[config.mk]
export PLATFORM = sky130hd
export DESIGN_NAME = tile_wr_sink
export DESIGN_NICKNAME = d
export VERILOG_FILES = /design/src/rtl/tile_wr_sink.sv
export SDC_FILE = /design/constraint.sdc
export NUM_CORES = 1
export LEC_CHECK = 0
export BUFFER_PORTS_ARGS = -buffer_cell sky130_fd_sc_hd__buf_2
export CORE_ASPECT_RATIO = 1.75
export CORE_MARGIN = 8
export CORE_UTILIZATION = 25
export CTS_CLUSTER_DIAMETER = 50
export DETAILED_ROUTE_END_ITERATION = 6
export GPL_TIMING_DRIVEN = 1
export PLACE_DENSITY = 0.52
export SLEW_MARGIN = 15
export SYNTH_ARGS = -nofsm -noshare
export SYNTH_HDL_FRONTEND = slang
export SYNTH_SLANG_ARGS = --single-unit
[constraint.sdc]
create_clock -name clk -period 5.6 [get_ports clk]
set_clock_uncertainty 0.1 [all_clocks]
set_input_delay 0.56 -clock clk [delete_from_list [all_inputs] [get_ports clk]]
set_output_delay 0.56 -clock clk [all_outputs]
set_load 0.005 [all_outputs]
[src/rtl/tile_wr_sink.sv]
// Write sink for one mesh tile: decodes router write requests into byte-lane writes,
// merges same-word writes, buffers them in a 4-entry FIFO and drains to local memory.
module tile_wr_sink #(
   parameter logic [4:0] tile_X = 5'd0,
   parameter logic [4:0] tile_Y = 5'd0
) (
   input  logic        clk,
   input  logic        rst,
   input  logic        in_vld,
   input  logic [73:0] in_data,
   input  logic [42:0] in_addr,
   input  logic [1:0]  in_size,
   output logic        in_hold,
   output logic        mem_wr_en,
   output logic [29:0] mem_addr,
   output logic [63:0] mem_wdata,
   output logic [7:0]  mem_be,
   output logic [9:0]  mem_tag,
   input  logic        mem_ready,
   output logic [7:0]  err_cnt,
   output logic [15:0] wr_cnt,
   output logic        ovf
);

   // ---------------- request decode (feeds S1) ----------------
   logic [2:0]  in_off;
   logic        dec_hit;
   logic        dec_aligned;
   logic [7:0]  dec_be_base;
   logic [63:0] dec_mask;

   assign in_off  = in_addr[2:0];
   assign dec_hit = (in_addr[42:38] == tile_Y) && (in_addr[37:33] == tile_X);

   always_comb begin
      dec_aligned = 1'b1;
      dec_be_base = 8'h01;
      dec_mask    = 64'h0000_0000_0000_00FF;
      case (in_size)
         2'd0: begin
         end
         2'd1: begin
            dec_aligned = ~in_off[0];
            dec_be_base = 8'h03;
            dec_mask    = 64'h0000_0000_0000_FFFF;
         end
         2'd2: begin
            dec_aligned = (in_off[1:0] == 2'b00);
            dec_be_base = 8'h0F;
            dec_mask    = 64'h0000_0000_FFFF_FFFF;
         end
         default: begin
            dec_aligned = (in_off == 3'd0);
            dec_be_base = 8'hFF;
            dec_mask    = 64'hFFFF_FFFF_FFFF_FFFF;
         end
      endcase
   end

   // ---------------- S1 decode register ----------------
   logic        s1_vld_q,   s1_vld_d;
   logic        s1_ok_q,    s1_ok_d;
   logic [7:0]  s1_be_q,    s1_be_d;
   logic [63:0] s1_wdata_q, s1_wdata_d;
   logic [29:0] s1_waddr_q, s1_waddr_d;
   logic [9:0]  s1_tag_q,   s1_tag_d;

   always_comb begin
      s1_vld_d   = in_vld;
      s1_ok_d    = dec_hit & dec_aligned;
      s1_be_d    = dec_be_base << in_off;
      s1_wdata_d = (in_data[63:0] & dec_mask) << {in_off, 3'b000};
      s1_waddr_d = in_addr[32:3];
      s1_tag_d   = in_data[73:64];
   end

   // ---------------- FIFO storage and control ----------------
   logic [29:0] f_addr_q  [4];
   logic [29:0] f_addr_d  [4];
   logic [63:0] f_wdata_q [4];
   logic [63:0] f_wdata_d [4];
   logic [7:0]  f_be_q    [4];
   logic [7:0]  f_be_d    [4];
   logic [9:0]  f_tag_q   [4];
   logic [9:0]  f_tag_d   [4];

   logic [1:0]  wr_ptr_q,  wr_ptr_d;
   logic [1:0]  rd_ptr_q,  rd_ptr_d;
   logic [2:0]  count_q,   count_d;
   logic [7:0]  err_cnt_q, err_cnt_d;
   logic [15:0] wr_cnt_q,  wr_cnt_d;
   logic        ovf_q,     ovf_d;

   logic [1:0]  tail_idx;
   logic        pop;
   logic        s1_good;
   logic        s1_bad;
   logic        merge;
   logic        push;
   logic        drop_full;
   logic [63:0] merge_wdata;

   assign tail_idx = wr_ptr_q - 2'd1;
   assign pop      = mem_wr_en & mem_ready;
   assign s1_good  = s1_vld_q & s1_ok_q;
   assign s1_bad   = s1_vld_q & ~s1_ok_q;

   // A tail that is also the head being popped this cycle cannot absorb a merge.
   assign merge     = s1_good && (count_q != 3'd0) && (f_addr_q[tail_idx] == s1_waddr_q)
                      && ((count_q >= 3'd2) || !pop);
   assign push      = s1_good && !merge && ((count_q != 3'd4) || pop);
   assign drop_full = s1_good && !merge && (count_q == 3'd4) && !pop;

   genvar gi;
   generate
      for (gi = 0; gi < 8; gi++) begin : g_lane
         assign merge_wdata[gi*8 +: 8] = s1_be_q[gi] ? s1_wdata_q[gi*8 +: 8]
                                                     : f_wdata_q[tail_idx][gi*8 +: 8];
      end
   endgenerate

   always_comb begin
      f_addr_d  = f_addr_q;
      f_wdata_d = f_wdata_q;
      f_be_d    = f_be_q;
      f_tag_d   = f_tag_q;
      wr_ptr_d  = wr_ptr_q;
      rd_ptr_d  = rd_ptr_q;
      count_d   = count_q + {2'b00, push} - {2'b00, pop};
      err_cnt_d = err_cnt_q;
      wr_cnt_d  = wr_cnt_q;
      ovf_d     = ovf_q | drop_full;

      if (merge) begin
         f_wdata_d[tail_idx] = merge_wdata;
         f_be_d[tail_idx]    = f_be_q[tail_idx] | s1_be_q;
         f_tag_d[tail_idx]   = s1_tag_q;
      end
      if (push) begin
         f_addr_d[wr_ptr_q]  = s1_waddr_q;
         f_wdata_d[wr_ptr_q] = s1_wdata_q;
         f_be_d[wr_ptr_q]    = s1_be_q;
         f_tag_d[wr_ptr_q]   = s1_tag_q;
         wr_ptr_d            = wr_ptr_q + 2'd1;
      end
      if (pop) begin
         rd_ptr_d = rd_ptr_q + 2'd1;
         wr_cnt_d = wr_cnt_q + 16'd1;
      end
      if (s1_bad && (err_cnt_q != 8'hFF)) begin
         err_cnt_d = err_cnt_q + 8'd1;
      end
   end

   always_ff @(posedge clk) begin
      if (rst) begin
         s1_vld_q  <= 1'b0;
         wr_ptr_q  <= 2'd0;
         rd_ptr_q  <= 2'd0;
         count_q   <= 3'd0;
         err_cnt_q <= 8'd0;
         wr_cnt_q  <= 16'd0;
         ovf_q     <= 1'b0;
      end else begin
         s1_vld_q  <= s1_vld_d;
         wr_ptr_q  <= wr_ptr_d;
         rd_ptr_q  <= rd_ptr_d;
         count_q   <= count_d;
         err_cnt_q <= err_cnt_d;
         wr_cnt_q  <= wr_cnt_d;
         ovf_q     <= ovf_d;
      end
   end

   // Payload storage needs no reset: it is only observed through a nonzero count.
   always_ff @(posedge clk) begin
      s1_ok_q    <= s1_ok_d;
      s1_be_q    <= s1_be_d;
      s1_wdata_q <= s1_wdata_d;
      s1_waddr_q <= s1_waddr_d;
      s1_tag_q   <= s1_tag_d;
      f_addr_q   <= f_addr_d;
      f_wdata_q  <= f_wdata_d;
      f_be_q     <= f_be_d;
      f_tag_q    <= f_tag_d;
   end

   // ---------------- outputs ----------------
   assign mem_wr_en = (count_q != 3'd0);
   assign mem_addr  = mem_wr_en ? f_addr_q[rd_ptr_q]  : 30'd0;
   assign mem_wdata = mem_wr_en ? f_wdata_q[rd_ptr_q] : 64'd0;
   assign mem_be    = mem_wr_en ? f_be_q[rd_ptr_q]    : 8'd0;
   assign mem_tag   = mem_wr_en ? f_tag_q[rd_ptr_q]   : 10'd0;
   assign in_hold   = ({1'b0, count_q} + {3'b000, s1_vld_q}) >= 4'd3;
   assign err_cnt   = err_cnt_q;
   assign wr_cnt    = wr_cnt_q;
   assign ovf       = ovf_q;

endmodule

==> summary.md, run 1 <==
| Metric | Value |
|---|---|
| Clk Latency, worst-skew pair | `between 600 and 700 ps` |
| Critical Path Source Type | `register` |
| Post-synth ARST share | `0%` |
| CTS tree | `yes` |
| Setup Viol. Count Final | `0` |
| Largest net degree at the start of global routing | `around 170` |
| Synth area leader | `dfxtp_1` |
| F_max | `roughly 0.22 GHz` |
| Core ar. | `around 120000 sq um` |
| I/O pin cnt | `about 260` |
| R2r endpoint | `count_q[1]` |
| Die Span Y | `471 um` |
| DIE WIDTH | `around 280 um` |
| Maximum vdd ir drop | `between 150 and 200 uV` |
| Unrepaired setup endpoints after global routing | `false` |
| Global-route wire length before repair | `143 mm` |
| Setup bufs post-CTS | `0` |
| Worst slew pin tran | `1050 ps` |
| EDFF count, synth | `120` |
| Cells after Synth | `about 2600` |
| Max cap viols | `0` |
| Kind of critical path | `register to register` |
| Synthesized net count | `approximately 2800` |
| Placer Congestion | `about 0.85` |
| Detailed Route WL | `just under 100 mm` |
| First DRT Iteration DRCs | `about 1300` |
| Pre-antenna DRT Iters | `5` |
| Req. time, crit path | `about 6000 ps` |
| Power share of the combinational group | `a little over an eighth` |
| Clock buffer count from CTS | `a little over 70` |
| Input/output buffers | `between 200 and 300` |
| Final Util | `29.7%` |
| Overall Power | `10.8 mW` |
| CP Capture Type | `register` |
| Period minus WS final | `approximately 4500 ps` |
| Sequential fraction of the synthesis area | `about 44%` |
| Clock share of power | `43.5%` |
| PostCTS Resize Cnt | `0` |
| Internal power | `roughly 8 mW` |
| Fin Hold WS | `204 ps` |
| Gr usage total | `approximately 14%` |
| Row count | `between 150 and 200` |
| Worst min-delay path class | `primary input to register` |
| Cells on worst reg2reg path | `15` |
| Antenna Nets Post-Route | `0` |
| Synth Cell Area | `roughly 30000 sq um` |
| WL/cell | `21.9 um` |
| Antenna violations before repair | `10` |
| Starting density of the core | `about a quarter` |
| Slew HR | `29.7%` |
| P&R area growth vs syn | `18.5%` |
| DR vias | `21500` |
| Post-synth cell types | `59` |
| Root buf cell | `clkbuf_16` |
| Top FF cell, synth | `dfxtp_1` |
| Hold EP | `s1_wdata_q[5]` |
| Fin crit share | `79.8%` |
| Fraction of layout cells with a size suffix above 1 | `a little over a quarter` |
| # DRC | `0` |
| Longest Clk Path Bufs | `3` |
| Power Density | `roughly 310 nW/um^2` |
| H-tree depth | `3` |
| Min-Delay Path Depth | `2` |
| Hpwl dp | `62.7 mm` |
| Register share of total power | `a little over two fifths` |
| Final Hold Viols | `0` |
| Die area | `around 130000 sq um` |
| Outcome | `complete, no violations` |
| Synth top area share | `32.1%` |
| R2R Setup Slk | `approximately 1100 ps` |
| Crit path DAT | `~5000 ps` |
| Pleak | `around 14 nW` |
| Avg Cell Area, Syn | `between 10 and 15 sq um` |
| Nets | `2949` |
| Switching share of power | `roughly 28%` |
| Clock transition at path regs | `~60 ps` |
| Vias in the first global route | `between 20000 and 25000` |
| Synth Warn # | `0` |
| GR Overflow Total | `0` |
| Synth Register Bits | `around 600` |
| Top cells by area, synth | `dfxtp_1 (32%), mux4_2 (15%), edfxtp_1 (12%)` |
| Switching Power | `~3 mW` |
| Vias per cell | `roughly 4.9` |
| CP max FO | `34` |
| Clk sinks | `a little under 600` |
| RR Startpoint | `wr_ptr_q[1]` |
| CTS Hold Bufs | `slightly above 40` |
| Setup TNS | `0 ps` |
| Worst hold start | `in_data[5]` |
| Fin. max-slew vios | `0` |
-- area by class of cell --
| type | count | area, sq um |
|---|---|---|
| fillers | 12100 | 82800 |
| multi-input cells | 1786 | 15500 |
| flip-flops and latches | 594 | 13100 |
| repair buffers | 334 | 2040 |
| clock buffers | 94 | 2020 |
| well taps | 1521 | 1900 |
| clock inverters | 33 | 357 |
| inverters | 21 | 78.8 |
| diodes | 5 | 12.5 |
-- per-layer routing --
| layer | routed length (um) | part of all wire (%) | track usage [%] | vias up |
|---|---|---|---|---|
| li1 | - | - | - | 10000 |
| met2 | 45900 | 48 | 24.1 | 735 |
| met1 | 40500 | 42 | 18.3 | 10600 |
| met5 | 39 | 0.041 | 0 | - |
| met4 | 3220 | 3.3 | 5.72 | 6 |
| met3 | 6490 | 6.8 | 2.69 | 177 |
-- power by group through the flow --
stage	combinational (mW)	sequential, mW	clock, mW
2_1_floorplan	0.926	4.59	0
3_3_place_gp	1.44	4.78	0
3_5_place_dp	1.44	4.78	0
4_1_cts	1.47	4.68	4.85
5_1_grt	1.55	4.70	5.00
6_report	1.42	4.68	4.70
-- cells in the mapped netlist, drive strengths merged, types with 26 or more instances --
cell type and number:
o21ai 276, nor2 90, and2 116, dfxtp 474, a21oi 54, mux2i 292, mux2 128, xnor2 29
nor3 27, buf 103, o221a 32, nand2 295, xor2 26, nand2b 39, clkbuf 112, nand3 28
edfxtp 120, mux4 202
-- layout by cell type (no fill, tap or decap), types with 32 or more instances in the layout --
master / count
o21ai_0: 256
nor2_1: 90
o221a_1: 32
buf_2: 261
dlygate4sd3_1: 41
mux2_2: 120
and2_1: 116
clkbuf_16: 74
edfxtp_1: 120
nand2b_1: 35
nand2_1: 295
dfxtp_1: 471
a21oi_1: 54
mux4_2: 202
mux2i_1: 292
-- kinds of logic (layout without fill, tap and decap cells) --
kind of cell | Yosys count | after routing | synth area share (%)
flip-flops | 594 | 594 | 44.3
multiplexers | 622 | 622 | 30.3
AND/OR/NAND/NOR | 653 | 653 | 10.6
buffers and inverters | 236 | 482 | 3.59
AO/OA/AOI/OAI | 439 | 439 | 8.88
XOR/XNOR | 55 | 55 | 1.63
adder cells (fa/ha/maj) | 17 | 17 | 0.745
other | 0 | 5 | 0
-- worst max-delay path by stage --
| stage | endpoint | slack (ps) | cells after the start | startpoint |
|---|---|---|---|---|
| after floorplan | count_q[1] | 120 | 22 | wr_ptr_q[0] |
| after global placement | count_q[1] | 1060 | 15 | wr_ptr_q[1] |
| after detailed placement | count_q[1] | 1070 | 15 | wr_ptr_q[1] |
| after CTS | count_q[1] | 1060 | 15 | wr_ptr_q[1] |
| after global routing | count_q[1] | 850 | 15 | wr_ptr_q[1] |
| final | count_q[1] | 1130 | 15 | wr_ptr_q[1] |
-- critical path, cell delays in order (launching register included) --
cell and delay (ps):
dfxtp_1 420, inv_1 140, ha_4 590, mux4_2 390, xnor2_1 300, nand2_1 90
or4b_1 570, nor4_4 310, buf_4 210, nor2_1 80, inv_1 110, ha_1 230
inv_1 60, ha_1 160, fa_1 410, nor2b_1 140
-- state kept, by name, summed over array words and instances (netlist names) --
name,flops
s1_waddr_q,30
s1_vld_q,1
count_q,3
s1_be_q,8
s1_tag_q,10
f_be_q,32
wr_cnt,16
s1_ok_q,1
wr_ptr_q,2
f_tag_q,40
f_addr_q,120
err_cnt,8
s1_wdata_q,64
rd_ptr_q,2
f_wdata_q,256
ovf,1
-- through the flow --
step / cells / area (sq um) / setup slack [ps]
global placement: 4215 / 32200 / 1060
global route: 4383 / 35000 / 854
finish: 4388 / 35000 / 1130
detailed placement: 4215 / 32200 / 1070
CTS: 4383 / 35000 / 1060
floorplan: 2616 / 29600 / 118
(Power assumes the default switching activity.)
==> inputs of run 2 (changes only) <==
- clock period: 5.6 -> 4 ns (I/O delays scaled with it)
==> run 2 against run 1 <==
  * Routed wire length up 3.7%
  * Final cell count grew 2.3%
  * Worst setup slack got worse by 1100 ps
  * Sequential share of layout area fell by 1.4 points
  * Sequential power is 38% higher
  * Flip-flop and latch count did not move
  * Combinational power up 49%
  * Worst hold slack worse by 120 ps
  * Non-clock buffer count rose by 100
  * Clock power rose by 38%
  * Design area is 3.8% higher
  * Utilization rose by 1.1 points
  * Critical endpoint unchanged
  * Largest cell class unchanged
==> summary.md, run 2 (synthesis results as in run 1) <==
| Metric | Value |
|---|---|
| Outcome | `complete, no violations (unchanged)` |
| Unrepaired setup endpoints after global routing | `true (was false)` |
| Top reg by flops | `f_wdata_q (unchanged)` |
| DIE WIDTH | `276 um (unchanged)` |
| Final Hold Viols | `0 (unchanged)` |
| H-tree depth | `3 (unchanged)` |
| Worst hold start | `in_data[22] (was in_data[5])` |
| Fraction of layout cells with a size suffix above 1 | `29.7% (was 26.9%)` |
| Worst min-delay path class | `primary input to register (unchanged)` |
| Gr usage total | `14.9% (was 14.5%)` |
| Vias in the first global route | `22100 (was 21900)` |
| Overall Power | `15.1 mW (was 10.8 mW)` |
| Largest net degree at the start of global routing | `60 (was 167)` |
| Final setup margin | `73.8 ps (was 1130 ps)` |
| Crit path DAT | `4320 ps (was 4860 ps)` |
| P&R area growth vs syn | `22.9% (was 18.5%)` |
| Power Density | `415 nW/um^2 (was 308 nW/um^2)` |
| Critical Path Source Type | `register (unchanged)` |
| Clock buffer count from CTS | `70 (was 72)` |
| F_max | `0.255 GHz (was 0.224 GHz)` |
| Input/output buffers | `261 (unchanged)` |
| Starting density of the core | `25.1% (unchanged)` |
| Req. time, crit path | `4390 ps (was 5990 ps)` |
| WL/cell | `22.2 um (was 21.9 um)` |
| First DRT Iteration DRCs | `1587 (was 1338)` |
| Max reg flops | `256 (unchanged)` |
| Maximum vdd ir drop | `311 uV (was 180 uV)` |
| Root buf cell | `clkbuf_16 (unchanged)` |
| Critical Path Start | `wr_ptr_q[0] (was wr_ptr_q[1])` |
| RR Startpoint | `wr_ptr_q[0] (was wr_ptr_q[1])` |
| Die area | `130000 sq um (unchanged)` |
| Global-route wire length before repair | `148 mm (was 143 mm)` |
| Antenna Nets Post-Route | `0 (unchanged)` |
| Vias per cell | `4.91 (about the same)` |
| Slew HR | `26.4% (was 29.7%)` |
| Hpwl dp | `69.2 mm (was 62.7 mm)` |
| CTS tree | `yes (unchanged)` |
| Fin. max-slew vios | `0 (unchanged)` |
| Placer Congestion | `0.887 (was 0.852)` |
| Clk Latency, worst-skew pair | `640 ps (was 630 ps)` |
| CP Capture Type | `register (unchanged)` |
| Nets | `3047 (was 2949)` |
| Clock transition at path regs | `60 ps (about the same)` |
| Longest Clk Path Bufs | `3 (unchanged)` |
| # DRC | `0 (unchanged)` |
| Max cap viols | `0 (unchanged)` |
| I/O pin cnt | `262 (unchanged)` |
| Period minus WS final | `3930 ps (was 4470 ps)` |
| GR Overflow Total | `0 (unchanged)` |
| CP max FO | `6 (was 34)` |
| Clk sinks | `594 (unchanged)` |
| Kind of critical path | `register to register (unchanged)` |
| Antenna violations before repair | `10 (unchanged)` |
| Core ar. | `118000 sq um (unchanged)` |
| Worst slew pin tran | `1090 ps (was 1050 ps)` |
| Commonest non-fill, non-tap cells in the layout | `dfxtp_1 (470), nand2_1 (295), mux2i_1 (292) (was dfxtp_1 (471), nand2_1 (295), mux2i_1 (292))` |
| Pre-CTS worst setup slack | `-16.1 ps (was 1070 ps)` |
| Setup Viol. Count Final | `0 (unchanged)` |
| Fin crit share | `98.2% (was 79.8%)` |
| Die Span Y | `471 um (unchanged)` |
| Pleak | `14.7 nW (was 14.0 nW)` |
| Pre-antenna DRT Iters | `5 (unchanged)` |
| Row count | `167 (unchanged)` |
| Detailed Route WL | `99.7 mm (was 96.2 mm)` |
| DR vias | `22000 (was 21500)` |
| Most common cell after layout, fill and taps aside | `dfxtp_1 (unchanged)` |
| Largest regs | `f_wdata_q: 256 flops, f_addr_q: 120 flops, s1_wdata_q: 64 flops (unchanged)` |
run 2: layout make-up:
cell class | instances | area, sq um
antenna | 4 | 10.0
fill | 12100 | 81500
clock buffer | 93 | 1930
clock inverter | 36 | 400
tap | 1521 | 1900
timing repair buffer | 434 | 3340
inverter | 21 | 86.3
multi-input combinational | 1786 | 15600
sequential | 594 | 13100
run 2: metrics by stage:
step	hold WS, ps	util, %	TNS [ps]	std cells	instance area (sq um)
after global placement	352	28.3	-199	4296	33300
after detailed placement	364	28.3	-16.1	4296	33300
after CTS	5.90	30.7	0	4472	36100
after global routing	40.7	30.8	-58.5	4485	36300
after floorplan	328	-	-69310	2616	29700
final	79.0	30.8	0	4489	36300
run 2: what timing repair did:
action	4_1_cts	5_1_grt
gates resized for setup	1	15
buffers inserted	2	12
pin swaps	2	6
hold buffers	45	0
endpoints found under the hold margin	45	0
endpoints found under the setup margin	1	12
cloned	0	1
run 2: final timing paths:
kind | slack, ps | end | depth (start not counted)
setup / recovery | 70 | count_q[1] | 17
hold / removal | 80 | s1_wdata_q[38] | 3
setup reg to reg | 70 | count_q[1] | 17
hold reg to reg | 380 | f_tag_q[33] | 1
run 2: worst max-delay path: stages (launching register included):
cell      delay [ps]
dfxtp_4          400
inv_8             40
ha_4             330
buf_8            150
buf_6            100
mux4_2           320
xor2_2           170
nand4b_1         180
or4_4            510
nor4_4           250
buf_4            180
nor2_4            40
inv_2             90
ha_4             200
inv_2             60
ha_4             120
fa_2             410
nor2b_1          130
run 2: layer usage:
metal | share of wire [%] | routed length [um] | track usage, %
met1 | 43 | 42600 | 19.0
met2 | 49 | 48900 | 25.3
met3 | 5.8 | 5830 | 2.65
met4 | 2.4 | 2410 | 4.61
met5 | 0.013 | 13 | 0
run 2: power breakdown:
| group | switching (mW) | internal (mW) |
|---|---|---|
| clock | 2.76 | 3.73 |
| sequential | 0.269 | 6.21 |
| combinational | 1.24 | 0.881 |
